--- src/rtl/usr_pkg.sv ---
// Shared encodings for the universal shift register command sequencer:
// command opcodes, register mode selects and the sequencer state set.
package usr_pkg;

    // Command opcodes as presented on cmd_op
    localparam logic [1:0] OP_LOAD = 2'b00;
    localparam logic [1:0] OP_SHR  = 2'b01;
    localparam logic [1:0] OP_SHL  = 2'b10;
    localparam logic [1:0] OP_ROL  = 2'b11;

    // Mode select understood by the downstream shift register
    localparam logic [1:0] SEL_HOLD = 2'b00;
    localparam logic [1:0] SEL_SHR  = 2'b01;
    localparam logic [1:0] SEL_SHL  = 2'b10;
    localparam logic [1:0] SEL_LOAD = 2'b11;

    typedef enum logic [1:0] {
        ST_IDLE  = 2'd0,
        ST_LOAD  = 2'd1,
        ST_SHIFT = 2'd2,
        ST_DONE  = 2'd3
    } state_e;

endpackage

--- src/rtl/usr_shift_cnt.sv ---
// Down-counter holding the remaining shift operations of the current command.
// Saturates at zero so a stray decrement can never wrap to a long run.
module usr_shift_cnt #(
    parameter int CNT_W = 3
) (
    input  logic             i_clk,
    input  logic             clr,
    input  logic             load,
    input  logic [CNT_W-1:0] load_val,
    input  logic             dec,
    output logic             is_one,
    output logic             is_zero
);

    logic [CNT_W-1:0] cnt_q;
    logic [CNT_W-1:0] cnt_d;

    // Load has priority over decrement; decrement stops at zero
    always_comb begin
        cnt_d = cnt_q;
        if (load) begin
            cnt_d = load_val;
        end else if (dec && (cnt_q != '0)) begin
            cnt_d = cnt_q - 1'b1;
        end
    end

    // Count register, cleared asynchronously
    always_ff @(posedge i_clk or negedge clr) begin
        if (!clr) begin
            cnt_q <= '0;
        end else begin
            cnt_q <= cnt_d;
        end
    end

    assign is_one  = (cnt_q == CNT_W'(1));
    assign is_zero = (cnt_q == '0);

endmodule

--- src/rtl/usr_cmd_sequencer.sv ---
// Command sequencer for a 4-bit universal shift register. Accepts one
// LOAD/SHR/SHL/ROL command per valid/ready handshake and steps the register
// one operation per clock, finishing with a single-cycle done pulse.
// Optional abort support is compiled in when USR_CMD_ABORT_EN is defined.
module usr_cmd_sequencer
    import usr_pkg::*;
#(
    parameter int WIDTH = 4,
    parameter int CNT_W = 3
) (
    input  logic             i_clk,
    input  logic             clr,
    input  logic             cmd_valid,
    output logic             cmd_ready,
    input  logic [1:0]       cmd_op,
    input  logic [WIDTH-1:0] cmd_data,
    input  logic [CNT_W-1:0] cmd_cnt,
    input  logic             cmd_fill,
    input  logic [WIDTH-1:0] q_fb,
`ifdef USR_CMD_ABORT_EN
    input  logic             abort,
    output logic             aborted,
`endif
    output logic [1:0]       sel,
    output logic [WIDTH-1:0] par_out,
    output logic             sr_in,
    output logic             sl_in,
    output logic             busy,
    output logic             done
);

    state_e           state_q, state_d;
    logic [1:0]       op_q, op_d;
    logic [WIDTH-1:0] data_q, data_d;
    logic             fill_q, fill_d;
    logic             cnt_load;
    logic             cnt_dec;
    logic             cnt_is_one;
    logic             cnt_is_zero;
`ifdef USR_CMD_ABORT_EN
    logic             aborted_q, aborted_d;
`endif

    // Only the MSB of the register feeds back (rotate-left source)
    logic unused_q_fb;
    assign unused_q_fb = ^q_fb[WIDTH-2:0];

    usr_shift_cnt #(
        .CNT_W (CNT_W)
    ) u_cnt (
        .i_clk    (i_clk),
        .clr      (clr),
        .load     (cnt_load),
        .load_val (cmd_cnt),
        .dec      (cnt_dec),
        .is_one   (cnt_is_one),
        .is_zero  (cnt_is_zero)
    );

    // Next-state, command latch and counter control
    always_comb begin
        state_d  = state_q;
        op_d     = op_q;
        data_d   = data_q;
        fill_d   = fill_q;
        cnt_load = 1'b0;
        cnt_dec  = 1'b0;
`ifdef USR_CMD_ABORT_EN
        aborted_d = 1'b0;
`endif
        case (state_q)
            ST_IDLE: begin
                if (cmd_valid) begin
                    op_d     = cmd_op;
                    fill_d   = cmd_fill;
                    cnt_load = 1'b1;
                    if (cmd_op == OP_LOAD) begin
                        // Data only captured for LOAD so par_out keeps the
                        // last loaded value across shift commands.
                        data_d  = cmd_data;
                        state_d = ST_LOAD;
                    end else if (cmd_cnt != '0) begin
                        state_d = ST_SHIFT;
                    end else begin
                        state_d = ST_DONE;
                    end
                end
            end
            ST_LOAD: begin
                state_d = ST_DONE;
`ifdef USR_CMD_ABORT_EN
                aborted_d = abort;
`endif
            end
            ST_SHIFT: begin
                cnt_dec = 1'b1;
                // is_zero is a safety exit; a zero count never enters SHIFT
                if (cnt_is_one || cnt_is_zero) begin
                    state_d = ST_DONE;
`ifdef USR_CMD_ABORT_EN
                end else if (abort) begin
                    state_d   = ST_DONE;
                    aborted_d = 1'b1;
`endif
                end
            end
            default: begin
                state_d = ST_IDLE;
            end
        endcase
    end

    // State and latched command fields
    always_ff @(posedge i_clk or negedge clr) begin
        if (!clr) begin
            state_q <= ST_IDLE;
            op_q    <= OP_LOAD;
            data_q  <= '0;
            fill_q  <= 1'b0;
`ifdef USR_CMD_ABORT_EN
            aborted_q <= 1'b0;
`endif
        end else begin
            state_q <= state_d;
            op_q    <= op_d;
            data_q  <= data_d;
            fill_q  <= fill_d;
`ifdef USR_CMD_ABORT_EN
            aborted_q <= aborted_d;
`endif
        end
    end

    // Register drive decoded from state and latched fields only
    always_comb begin
        sel   = SEL_HOLD;
        sr_in = 1'b0;
        sl_in = 1'b0;
        case (state_q)
            ST_LOAD: begin
                sel = SEL_LOAD;
            end
            ST_SHIFT: begin
                case (op_q)
                    OP_SHR: begin
                        sel   = SEL_SHR;
                        sr_in = fill_q;
                    end
                    OP_SHL: begin
                        sel   = SEL_SHL;
                        sl_in = fill_q;
                    end
                    OP_ROL: begin
                        sel   = SEL_SHL;
                        sl_in = q_fb[WIDTH-1];
                    end
                    default: begin
                        sel = SEL_HOLD;
                    end
                endcase
            end
            default: begin
                sel = SEL_HOLD;
            end
        endcase
    end

    assign par_out   = data_q;
    assign cmd_ready = (state_q == ST_IDLE);
    assign busy      = (state_q != ST_IDLE);
    assign done      = (state_q == ST_DONE);
`ifdef USR_CMD_ABORT_EN
    assign aborted   = aborted_q;
`endif

endmodule

--- config.mk ---
export PLATFORM = sky130hd
export DESIGN_NAME = usr_cmd_sequencer
export DESIGN_NICKNAME = d
export VERILOG_FILES = /design/src/rtl/usr_pkg.sv /design/src/rtl/usr_shift_cnt.sv /design/src/rtl/usr_cmd_sequencer.sv
export SDC_FILE = /design/constraint.sdc
export NUM_CORES = 1
export LEC_CHECK = 0
export CORE_ASPECT_RATIO = 1.1
export CORE_MARGIN = 10
export CORE_UTILIZATION = 37
export CTS_CLUSTER_SIZE = 25
export DETAILED_ROUTE_END_ITERATION = 8
export PLACE_DENSITY = 0.74
export RECOVER_POWER = 50
export SETUP_SLACK_MARGIN = 0.05
export SYNTH_ARGS = -nofsm -noshare
export SYNTH_HDL_FRONTEND = slang
export SYNTH_SLANG_ARGS = --single-unit
--- constraint.sdc ---
create_clock -name i_clk -period 4.11 [get_ports i_clk]
set_clock_uncertainty 0.15 [all_clocks]
set_input_delay 0.411 -clock i_clk [delete_from_list [all_inputs] [get_ports i_clk]]
set_output_delay 0.411 -clock i_clk [all_outputs]
set_load 0.01 [all_outputs]
==> summary.txt, run 1 <==
Worst setup path
  • Worst reg2reg path depth: 5
  • Critical path cell sequence: inv_1, ha_1, nand2_1, nor2_1, and2_1, clkdlybuf4s50_1
  • Worst R2R Start: state_q[1]
  • Crit-path max FO: 10
  • CP peak stage delay: 0.53 ns
  • R2r setup slk: ~2.1 ns
  • Setup CP Type: flip-flop to output pin
  • Worst setup path end: sr_in
  • CP Data Required Time: ~3.6 ns
  • Worst R2R End: par_out[3]
  • Critical path startpoint category: flip-flop
  • Crit. End Element: output pin
  • CP arrival: around 2.1 ns
  • Crit path launch: state_q[0]
  • Slowest CP cell: clkdlybuf4s50_1

Finish
  • Share of layout cells above drive strength 1: 0.126
  • Final core occ: 0.560
  • Post-route cell area: 0.00102 mm^2
  • Nets: ~120
  • Commonest non-fill, non-tap cell in the layout: clkdlybuf4s50_1
  • Antenna diode count: 0
  • Layout Cells excl Fill: 122
  • Most frequent cells in the layout: 23 x clkdlybuf4s50_1, 12 x dfrtp_1, 8 x mux2_2, 8 x ha_1, 7 x inv_1
  • Area delta synth->final: 39.8%

Drt
  • Antenna Nets Post-Route: 0
  • WL final: 1690 um
  • Vias per inst: about 4.8
  • Drt first-iter violations: 10
  • Residual DRC: 0
  • TritonRoute pass-1 iters: 2
  • Vias: between 500 and 600
  • Wirelength per Cell: 13.9 um

Synthesis
  • FF+latch count, synth: 12
  • Yosys top cell by area: dfrtp_1
  • Yosys top cell area share: 0.412
  • Synth Instances: ~70
  • Warnings, synthesis: 0
  • Area contributors post-synth: dfrtp_1 41%, ha_1 14%, mux2_2 12%
  • Synth cell types: 27
  • Post-Syn Area: about 730 um^2
  • Mean Syn Cell Area: around 11 um^2
  • Register area share after synthesis: 0.412
  • Syn Nets: 94

Clock tree
  • Reg clk slew, reported paths: about 0.08 ns
  • Post-CTS setup buffers: 0
  • CTS tree: yes
  • Worst skew pair latency: around 0.27 ns
  • CTS max path bufs: 2
  • Clock Tree Root: clkbuf_4
  • Clock sinks: 12
  • Hold buffer count at cts: 0
  • H-tree depth: 1
  • Cts bufs inserted: 3
  • CTS resizes: 0

Placed design
  • Routability cong.: roughly 0.66
  • Worst slack, placed: ~1.8 ns
  • Post-placement cell count: between 100 and 150
  • DPL Wire Length: ~1400 um
  • PortBufs: 24
  • Post-DP Area: 1000 um^2

Floorplan
  • Core area: between 0.0015 and 0.002 mm^2
  • Ports: 28
  • Die area: 0.00415 mm^2
  • Die height: about 67 um
  • # rows: 16
  • Initial Utilization: 0.400
  • Die width: between 60 and 70 um

STA
  • Worst setup margin: about 1.5 ns
  • Endpoints failing setup: 0
  • Crit path time final: between 2 and 3 ns
  • Rel. slew slack: 0.633
  • Max-slew violations: 0
  • Setup TNS: 0 ns
  • Achievable frequency: between 0.3 and 0.4 GHz
  • Final period utilization: 0.634
  • Fin. Hold Viols: 0
  • Worst-margin pin slew: 0.549 ns
  • Unrepaired setup endpoints after global routing: no

Pwr
  • PwrDens: around 710 mW/mm^2
  • VDD IR max: about 340 uV
  • Leak: 0.457 nW

GRT
  • Initial antenna violation count: 0
  • Largest net degree at the start of global routing: 13
  • Vias in the first global route: around 650
  • Gr usage total: 0.0851
  • Grt total ovfl: 0
  • First-pass GRT wire length: between 2000 and 3000 um

Run status
  • Outcome: complete, no violations

Worst hold path
  • Hold crit path type: flip-flop to flip-flop

Flow run
  • Number of max-cap violations: 0
## Yosys cell counts, drive strengths merged
| cell type | instances |
|---|---|
| dfrtp | 12 |
| nand2b | 1 |
| o21ai | 1 |
| a21oi | 4 |
| nor3 | 1 |
| a2bb2oi | 1 |
| o31ai | 1 |
| a21boi | 1 |
| mux2i | 1 |
| and3 | 1 |
| or3b | 1 |
| ha | 8 |
| nand3 | 2 |
| nor4bb | 1 |
| o21bai | 1 |
| a21o | 1 |
| mux2 | 9 |
| nand2 | 3 |
| clkbuf | 1 |
| nor2 | 6 |
| and2 | 1 |
| o21a | 1 |
| a31oi | 2 |
| or4b | 1 |
| inv | 7 |
## critical path: cells and delay by family, from the launching register on
family	cells	cell delay (ns)
buffers and inverters	2	0.62
and+or+nand+nor	3	0.37
DFF	1	0.43
adders and majority gates	1	0.35
## worst min path at each step
stage | start | endpoint | cells after the start
6_report | par_out[2] | par_out[2] | 1
5_1_grt | par_out[2] | par_out[2] | 1
4_1_cts | clr | par_out[1] | 1
3_5_place_dp | par_out[2] | par_out[2] | 1
3_3_place_gp | par_out[1] | par_out[1] | 1
2_1_floorplan | clr | fill_q | 0
## per-stage QoR
stage	hold WS (ns)	total power, mW
2_1_floorplan	-0.0346	0.485
3_3_place_gp	0.339	0.646
3_5_place_dp	0.347	0.661
4_1_cts	0.358	0.736
5_1_grt	0.384	0.791
6_report	0.357	0.724
## sequential cells by signal, summed over array words and instances, names as in the netlist
register / cells
fill_q: 1
op_q: 2
par_out: 4
u_cnt.cnt_q: 3
state_q: 2
## per-layer routing
metal	share of wire	global-route usage
met5	0	0
met4	0	0.0335
met3	0.12	0.0552
met2	0.47	0.142
met1	0.40	0.0837
## report_power, final
| group | switching, mW | total, mW | internal [mW] |
|---|---|---|---|
| registers | 0.0434 | 0.224 | 0.181 |
| clock network | 0.0375 | 0.0713 | 0.0338 |
| logic | 0.193 | 0.429 | 0.235 |
## area by class of cell
class / count / area (um^2)
Fill cell: 164 / 802
Multi-Input combinational cell: 49 / 397
Sequential cell: 12 / 300
Timing Repair Buffer: 24 / 240
Tap cell: 27 / 33.8
Inverter: 7 / 26.3
Clock buffer: 3 / 22.5
## logic make-up (layout without fill, tap and decap cells)
group | after synthesis | in the layout | synth area share
AOI/OAI and AO/OA | 13 | 13 | 0.115
adders and majority gates | 8 | 8 | 0.137
buffers and inverters | 8 | 34 | 0.0412
DFF | 12 | 12 | 0.412
muxes | 10 | 10 | 0.153
and+or+nand+nor | 18 | 18 | 0.142
(Power assumes the default switching activity.)
==> run 2: changes to the inputs <==
- clock period: 4.11 -> 2.57 ns (I/O delays scaled with it)
==> run 2 against run 1 <==
Against the previous run:
- via count decreased by 0.17%
- combinational power increased by 59%
- critical path depth unchanged
- flip-flop and latch count unchanged
- total power increased by 65%
- largest power group unchanged
==> summary.txt, run 2 (same netlist as run 1, synthesis figures left out) <==
Clock tree
  • Reg clk slew, reported paths: 0.08 ns (about the same)
  • Clock Tree Root: clkbuf_4 (unchanged)
  • Post-CTS setup buffers: 0 (unchanged)
  • Hold buffer count at cts: 0 (unchanged)
  • CTS resizes: 0 (unchanged)
  • Clock sinks: 12 (unchanged)
  • CTS tree: yes (unchanged)
  • Worst skew pair latency: 0.27 ns (about the same)
  • Cts bufs inserted: 3 (unchanged)
  • H-tree depth: 1 (unchanged)
  • CTS max path bufs: 2 (unchanged)

Worst hold path
  • Hold crit path type: input pin to asynchronous set/reset pin (was flip-flop to flip-flop)

Worst setup path
  • Crit-path max FO: 10 (unchanged)
  • Worst R2R Start: state_q[0] (was state_q[1])
  • R2r setup slk: 0.47 ns (was 2.05 ns)
  • Worst reg2reg path depth: 5 (unchanged)
  • CP Data Required Time: 2.16 ns (was 3.55 ns)
  • Crit. End Element: output pin (unchanged)
  • Critical path startpoint category: flip-flop (unchanged)
  • CP arrival: 1.92 ns (was 2.05 ns)
  • Setup CP Type: flip-flop to output pin (unchanged)
  • Worst R2R End: par_out[0] (was par_out[3])

Pwr
  • Sw Share: 0.372 (was 0.378)
  • VDD IR max: 570 uV (was 338 uV)
  • Sequential share of power: 0.302 (was 0.309)
  • Cell Int Power: 750 uW (was 450 uW)
  • PwrDens: 1140 mW/mm^2 (was 710 mW/mm^2)
  • Combinational share of power: 0.573 (was 0.592)
  • Clock power frac: 0.125 (was 0.098)
  • NetSw: 444 uW (was 274 uW)
  • Leak: 0.468 nW (was 0.457 nW)

Placed design
  • Routability cong.: 0.663 (was 0.664)
  • Worst slack, placed: 0.367 ns (was 1.78 ns)
  • Post-DP Area: 1000 um^2 (unchanged)
  • PortBufs: 24 (unchanged)
  • DPL Wire Length: 1420 um (was 1390 um)

STA
  • Achievable frequency: 0.430 GHz
  • Max-slew violations: 0 (unchanged)
  • Unrepaired setup endpoints after global routing: no (unchanged)
  • Worst-margin pin slew: 0.552 ns (was 0.549 ns)
  • Crit path time final: roughly 2.3 ns
  • Worst setup margin: 0.243 ns (was 1.50 ns)
  • Setup TNS: 0 ns (unchanged)
  • Fin. Hold Viols: 0 (unchanged)
  • Endpoints failing setup: 0 (unchanged)
  • Rel. slew slack: 0.631 (was 0.633)
  • Final period utilization: 0.905
  • Smallest hold slack: 0.255 ns (was 0.357 ns)

Floorplan
  • Die height: 66.6 um (unchanged)
  • Die area: 0.00415 mm^2 (unchanged)
  • # rows: 16 (unchanged)
  • Ports: 28 (unchanged)
  • Die width: 62.3 um (unchanged)
  • Core area: 0.00182 mm^2 (unchanged)
  • Initial Utilization: 0.400 (unchanged)

Drt
  • Drt first-iter violations: 4 (was 10)
  • Vias: 580 (was 581)
  • TritonRoute pass-1 iters: 3 (was 2)
  • Antenna Nets Post-Route: 0 (unchanged)
  • WL final: 1690 um (unchanged)
  • Wirelength per Cell: 13.7 um (was 13.9 um)
  • Vias per inst: 4.72 (was 4.76)
  • Residual DRC: 0 (unchanged)

GRT
  • Initial antenna violation count: 0 (unchanged)
  • First-pass GRT wire length: 2820 um (was 2880 um)
  • Largest net degree at the start of global routing: 13 (unchanged)
  • Vias in the first global route: 647 (was 652)
  • Gr usage total: 0.0827 (was 0.0851)
  • Grt total ovfl: 0 (unchanged)

Flow run
  • Number of max-cap violations: 0 (unchanged)

Finish
  • Nets: 122 (unchanged)
  • Final core occ: 0.574 (was 0.560)
  • Antenna diode count: 0 (unchanged)
  • Post-route cell area: 0.00105 mm^2 (was 0.00102 mm^2)
  • Share of layout cells above drive strength 1: 0.146 (was 0.126)
  • Commonest non-fill, non-tap cell in the layout: clkdlybuf4s50_1 (unchanged)
  • Area delta synth->final: 43.4% (was 39.8%)
  • Most frequent cells in the layout: 19 x clkdlybuf4s50_1, 12 x dfrtp_1, 8 x mux2_2, 7 x inv_1, 7 x ha_1 (was 23 x clkdlybuf4s50_1, 12 x dfrtp_1, 8 x mux2_2, 8 x ha_1, 7 x inv_1)
  • Max reg flops: 4 (unchanged)

Run status
  • Outcome: complete, no violations (unchanged)
## run 2: cell types whose count changed in the layout (fill, tap and decap cells not counted), sizes merged
cell / previous run / this run
clkdlybuf4s50: 23 / 19
dlygate4sd3: 1 / 5
clkbuf: 3 / 4
## run 2: routing by layer
metal / GRT usage / part of all wire
met2: 0.140 / 0.46
met4: 0.0335 / 0
met5: 0 / 0
met1: 0.0829 / 0.42
met3: 0.0485 / 0.11
## run 2: worst max-delay path, stage by stage (launching register included)
cell and delay (ns):
dfrtp_1 0.43, inv_1 0.13, ha_4 0.21, nand2_1 0.06, nor2_1 0.13, and2_1 0.14, clkdlybuf4s50_1 0.53
## run 2: power groups by stage
stage | clock (mW) | sequential (mW) | combinational (mW)
2_1_floorplan | 0 | 0.365 | 0.411
3_3_place_gp | 0 | 0.359 | 0.674
3_5_place_dp | 0 | 0.365 | 0.693
4_1_cts | 0.153 | 0.361 | 0.698
5_1_grt | 0.163 | 0.379 | 0.765
6_report | 0.150 | 0.361 | 0.684
## run 2: cell type report
cell class,count,area (um^2)
clock buffer,4,36.3
fill,153,776
inverter,7,26.3
multi-input combinational,49,409
sequential,12,300
tap,27,33.8
timing repair buffer,24,240
## run 2: through the flow
stage / power, mW / instances
after floorplan: 0.776 / 69
after global placement: 1.03 / 119
after detailed placement: 1.06 / 119
after CTS: 1.21 / 123
after global routing: 1.31 / 123
final: 1.19 / 123
## run 2: how the worst max path moves through the flow
stage | startpoint | end | depth (start not counted)
floorplan | state_q[0] | par_out[0] | 5
global placement | state_q[0] | sr_in | 6
detailed placement | state_q[0] | sr_in | 6
CTS | state_q[0] | sr_in | 6
global route | state_q[0] | sr_in | 6
finish | state_q[0] | sr_in | 6
